$ cat src/rtl/led_pattern_gen.sv
// LED pattern engine: a prescaler tick advances the LED bank by rotate-left,
// rotate-right, split counter-rotating halves, or a bouncing single light.
module led_pattern_gen #(
  parameter int unsigned      WIDTH      = 8,
  parameter int unsigned      DIV_W      = 23,
  parameter logic [WIDTH-1:0] SEED       = 8'b1110_0111,
  parameter bit               ACTIVE_LOW = 1'b1
) (
  input  logic             clk,
  input  logic             rst_n,
  input  logic             en,
  input  logic [1:0]       mode,
  input  logic [1:0]       speed,
  output logic [WIDTH-1:0] led,
  output logic             step
);

  localparam int unsigned H  = WIDTH / 2;
  localparam int unsigned PW = (WIDTH > 1) ? $clog2(WIDTH) : 1;
  localparam logic [PW-1:0]    POS_MAX  = PW'(WIDTH - 1);
  localparam logic [DIV_W-1:0] CNT_ONES = '1;

  typedef enum logic [1:0] {
    ROT_L  = 2'd0,
    ROT_R  = 2'd1,
    SPLIT  = 2'd2,
    BOUNCE = 2'd3
  } mode_e;

  typedef enum logic {
    DIR_UP   = 1'b0,
    DIR_DOWN = 1'b1
  } dir_e;

  logic [DIV_W-1:0] cnt_q, cnt_d;
  mode_e            mode_q, mode_d;
  logic [WIDTH-1:0] led_q, led_d;
  logic             step_q, step_d;
  logic [PW-1:0]    pos_q, pos_d;
  dir_e             dir_q, dir_d;

  mode_e            mode_in;
  logic [DIV_W-1:0] tick_mask;
  logic             tick;

  function automatic logic [WIDTH-1:0] bounce_led(input logic [PW-1:0] p);
    logic [WIDTH-1:0] oh;
    oh    = '0;
    oh[p] = 1'b1;
    return ACTIVE_LOW ? ~oh : oh;
  endfunction

  assign mode_in = mode_e'(mode);

  // Low L = DIV_W - 2*speed bits of the free-running counter set the tick period.
  assign tick_mask = CNT_ONES >> {speed, 1'b0};
  assign tick      = en && ((cnt_q & tick_mask) == tick_mask);

  always_comb begin
    cnt_d  = cnt_q;
    mode_d = mode_q;
    led_d  = led_q;
    step_d = 1'b0;
    pos_d  = pos_q;
    dir_d  = dir_q;

    if (mode_in != mode_q) begin
      mode_d = mode_in;
      cnt_d  = '0;
      if (mode_in == BOUNCE) begin
        pos_d = '0;
        dir_d = DIR_UP;
        led_d = bounce_led('0);
      end else begin
        led_d = SEED;
      end
    end else begin
      if (en) begin
        cnt_d = cnt_q + 1'b1;
      end
      if (tick) begin
        step_d = 1'b1;
        unique case (mode_q)
          ROT_L: led_d = {led_q[WIDTH-2:0], led_q[WIDTH-1]};
          ROT_R: led_d = {led_q[0], led_q[WIDTH-1:1]};
          // Upper half rotates toward the MSB, lower half toward bit 0.
          SPLIT: led_d = {led_q[WIDTH-2:H], led_q[WIDTH-1], led_q[0], led_q[H-1:1]};
          BOUNCE: begin
            if (dir_q == DIR_UP) begin
              if (pos_q == POS_MAX) begin
                dir_d = DIR_DOWN;
                pos_d = POS_MAX - 1'b1;
              end else begin
                pos_d = pos_q + 1'b1;
              end
            end else begin
              if (pos_q == '0) begin
                dir_d = DIR_UP;
                pos_d = PW'(1);
              end else begin
                pos_d = pos_q - 1'b1;
              end
            end
            led_d = bounce_led(pos_d);
          end
        endcase
      end
    end
  end

  always_ff @(posedge clk or negedge rst_n) begin
    if (!rst_n) begin
      cnt_q  <= '0;
      mode_q <= ROT_L;
      led_q  <= SEED;
      step_q <= 1'b0;
      pos_q  <= '0;
      dir_q  <= DIR_UP;
    end else begin
      cnt_q  <= cnt_d;
      mode_q <= mode_d;
      led_q  <= led_d;
      step_q <= step_d;
      pos_q  <= pos_d;
      dir_q  <= dir_d;
    end
  end

  assign led  = led_q;
  assign step = step_q;

endmodule

$ cat config.mk
export PLATFORM = sky130hd
export DESIGN_NAME = led_pattern_gen
export DESIGN_NICKNAME = d
export VERILOG_FILES = /design/src/rtl/led_pattern_gen.sv
export SDC_FILE = /design/constraint.sdc
export NUM_CORES = 1
export LEC_CHECK = 0
export CELL_PAD_IN_SITES_DETAIL_PLACEMENT = 0
export CELL_PAD_IN_SITES_GLOBAL_PLACEMENT = 1
export CORE_MARGIN = 3
export CORE_UTILIZATION = 28
export CTS_CLUSTER_DIAMETER = 60
export DETAILED_ROUTE_END_ITERATION = 10
export GPL_ROUTABILITY_DRIVEN = 0
export HOLD_SLACK_MARGIN = 0.15
export PLACE_DENSITY_LB_ADDON = 0.1
export SYNTH_ARGS = -nofsm -noshare
export SYNTH_HDL_FRONTEND = slang
export SYNTH_SLANG_ARGS = --single-unit
$ cat constraint.sdc
create_clock -name clk -period 2.05 [get_ports clk]
set_input_delay 0.41 -clock clk [delete_from_list [all_inputs] [get_ports clk]]
set_output_delay 0.41 -clock clk [all_outputs]
set_load 0.1 [all_outputs]
==> flow_summary.ini <==
[grt]
antenna_found_initial = 0
grt_remaining_overflow = 0
grt_pass1_vias = 1722
grt_pass1_wl_um = 8728
grt_use_total = 0.1249
grt_max_degree = 19

[placement]
placed_cell_area_um2 = 2720
pre_cts_ws_ns = -0.06001
io_buffers = 15
hpwl_um = 3908

[clock_network]
h-tree-depth = 2
cts_root_buffer = clkbuf_8
worstSkewPairLatency_ns = 0.28
clkTransAtPathRegs_ns = 0.08
tritoncts = yes
clockBufferDepth = 2
clock_sinks = 38
cts_buffers = 5
post_cts_buffers = 0

[timing]
rsz0062_at_grt = true
fin_crit_sh = 0.9490
hold_viol_final = 0
fin_crit_ns = 1.945
finalSetupTns_ns = 0
final.setup.worst_slack_ns = 0.1046
fin_skew_ns = 0.008080
drv_slew = 0
setup_viol = 0
fmax_mhz = 514.0
slew_headroom = 0.7361
tightest_slew_ns = 0.3959

[power]
p_int_mw = 1.118
powerDensity_nw_per_um2 = 544.1
peakVddDrop_mv = 0.2085
switching_share = 0.2781
power_frac_seq = 0.507
net-switching-power_mw = 0.4307
clock_power_share = 0.339
combPwrFrac = 0.154
leakage_nw = 1.231

[cells_and_area]
drive_gt1_frac = 0.2321
fin_nets = 293
post-route-util = 0.3822
syn_to_final_growth_pct = 28.46
n_antenna_cell = 0
num-fill-cells = 780
finalInstanceArea_um2 = 2846

[logic_synthesis]
ys_ff_latch = 38
synth_area_per_cell_um2 = 9.233
synth-edff-count = 0
synth_ff_type = dfrtp_1
syn_nets = 254
ys_types = 49
synth_area_um2 = 2216
ys_warn_count = 0
ys_seq_area_frac = 0.4325
syn_inst = 240
async_flop_share = 1.000

[die]
dieArea_um2 = 9017
pin_count = 16
dieWidth_um = 94.96
core-area_um2 = 7447
rows = 31
fp.dieH_um = 94.96
start_util = 0.2975

[routing]
dr.pass1.iters = 6
drtIter0Drc = 50
postRouteAntennaNets = 0
viasPerCell = 4.739
vias = 1796
routedWlPerCell_um = 13.78
route.detailed.drc = 0
routed_wl_um = 5222

[critical_path]
critPathKind = flop to flop
cp-startpoint = pos_q[0]$_DFFE_PN0P_
cp.buffers_inverters = 3
endpoint_kind = flop
path_max_fanout = 3
max_stage_delay_ns = 0.41
cp-start-kind = flop
crit_required_ns = 2.28
crit_top_cell = buf_4
worstPathCellList = inv_1 > ha_2 > mux2_2 > a221oi_2 > buf_4 > nor3_2 > buf_4 > a211oi_2 > a211o_1
cpLargestDelayFamily = compound AO/OA/AOI/OAI gates
critical-path-slowest-cell = dfrtp_1
r2r-start = pos_q[0]$_DFFE_PN0P_
crit_arrival_ns = 2.17

[outcome]
status = complete, no violations

[run]
maxCapViolCount = 0

[min_path]
hp-class = primary input to asynchronous set/reset pin
cell usage after synthesis (all sizes together), types with 6 or more instances:
| cell type | instances | area (um2) |
|---|---|---|
| ha | 7 | 87.58 |
| nand4 | 10 | 75.07 |
| nand3 | 8 | 40.04 |
| a21oi | 10 | 50.05 |
| dfstp | 6 | 157.7 |
| dfrtp | 32 | 800.8 |
| nor2 | 27 | 101.4 |
| clkbuf | 9 | 33.78 |
| inv | 11 | 41.29 |
| xor2 | 16 | 140.1 |
| o21ai | 17 | 85.08 |
| nand2 | 17 | 63.81 |
| xnor2 | 7 | 61.31 |
power by group through the flow:
stage | Clock, mW | Sequential, mW | Combinational [mW]
after global routing | 0.584 | 0.787 | 0.257
final | 0.525 | 0.785 | 0.239
after global placement | 0 | 0.800 | 0.242
after detailed placement | 0 | 0.799 | 0.240
after CTS | 0.551 | 0.784 | 0.242
after floorplan | 0 | 0.858 | 0.0809
flip-flops by register name (all words and copies together) (netlist names):
name	count
mode_q	2
step	1
cnt_q	23
pos_q	3
led	8
dir_q	1
cells by family (layout without fill, tap and decap cells):
| logic type | count (synthesis) | in the layout | synth area share |
|---|---|---|---|
| mux | 4 | 4 | 0.01863 |
| compound gates | 54 | 54 | 0.1615 |
| flops | 38 | 38 | 0.4325 |
| xor+xnor | 23 | 23 | 0.09091 |
| fa+ha+maj | 7 | 7 | 0.03952 |
| simple gates | 89 | 89 | 0.2134 |
| buf+inv | 25 | 65 | 0.04348 |
cells in the final DEF (no fill, tap or decap), types with 3 or more instances in the layout:
| cell | netlist | layout |
|---|---|---|
| mux2i_1 | 3 | 3 |
| o21ai_1 | 3 | 4 |
| nand4_1 | 8 | 8 |
| nand2_1 | 17 | 17 |
| o21ai_0 | 14 | 13 |
| nor3_1 | 5 | 4 |
| xnor2_1 | 7 | 7 |
| buf_12 | 0 | 7 |
| nor2_1 | 27 | 27 |
| dfstp_2 | 6 | 6 |
| clkdlybuf4s50_1 | 0 | 5 |
| nand3_1 | 8 | 8 |
| clkbuf_8 | 0 | 6 |
| nor4_1 | 3 | 3 |
| a21oi_1 | 10 | 10 |
| o22ai_1 | 3 | 3 |
| dfrtp_1 | 32 | 32 |
| ha_1 | 7 | 6 |
| nor2b_1 | 5 | 5 |
| buf_4 | 0 | 32 |
| inv_1 | 11 | 11 |
| xor2_1 | 16 | 16 |
| a211o_1 | 4 | 4 |
path summary, 6_finish.rpt:
| kind | to | slack, ns | cells after the start |
|---|---|---|---|
| max reg2reg | led[2]$_DFFE_PN1P_ | 0.10 | 9 |
| min | cnt_q[3]$_DFFE_PN0P_ | 0.55 | 2 |
| max | led[2]$_DFFE_PN1P_ | 0.10 | 9 |
| max in group asynchronous | led[6]$_DFFE_PN1P_ | 0.89 | 3 |
| min reg2reg | cnt_q[4]$_DFFE_PN0P_ | 0.55 | 2 |
| min in group clk | cnt_q[4]$_DFFE_PN0P_ | 0.55 | 2 |
worst reg2reg max path, cell delays in order, from the launching register on:
cell      delay, ns
dfrtp_1        0.41
inv_1          0.09
ha_2           0.19
mux2_2         0.34
a221oi_2       0.23
buf_4          0.16
nor3_2         0.04
buf_4          0.13
a211oi_2       0.20
a211o_1        0.12
layout make-up:
type | instances | area [um2] | area share
multi-input combinational | 177 | 1186 | 0.4167
sequential | 38 | 958.4 | 0.3367
timing repair buffer | 46 | 445.4 | 0.1565
tap | 99 | 123.9 | 0.04352
clock buffer | 7 | 86.33 | 0.03033
inverter | 11 | 41.29 | 0.01451
clock inverter | 1 | 5.005 | 0.001758
metal layers:
metal	track usage	wire, um
met1	0.1949	2893
met5	0	0
met4	0.02885	21
met3	0.02550	147
met2	0.1738	2159
per-stage QoR:
step | hold slack (ns) | std cells | total power, mW
floorplan | 0.1144 | 240 | 0.9388
global placement | 0.3314 | 370 | 1.041
detailed placement | 0.3221 | 370 | 1.039
CTS | 0.5558 | 379 | 1.578
global route | 0.5710 | 379 | 1.629
finish | 0.5465 | 379 | 1.549
repair_timing:
action                                  CTS  global route
gates resized for setup                   1             5
hold buffers                              1             0
hold endpoints to repair                  7             0
endpoints found under the setup margin    1             3
Power figures use the tool's default switching activity.
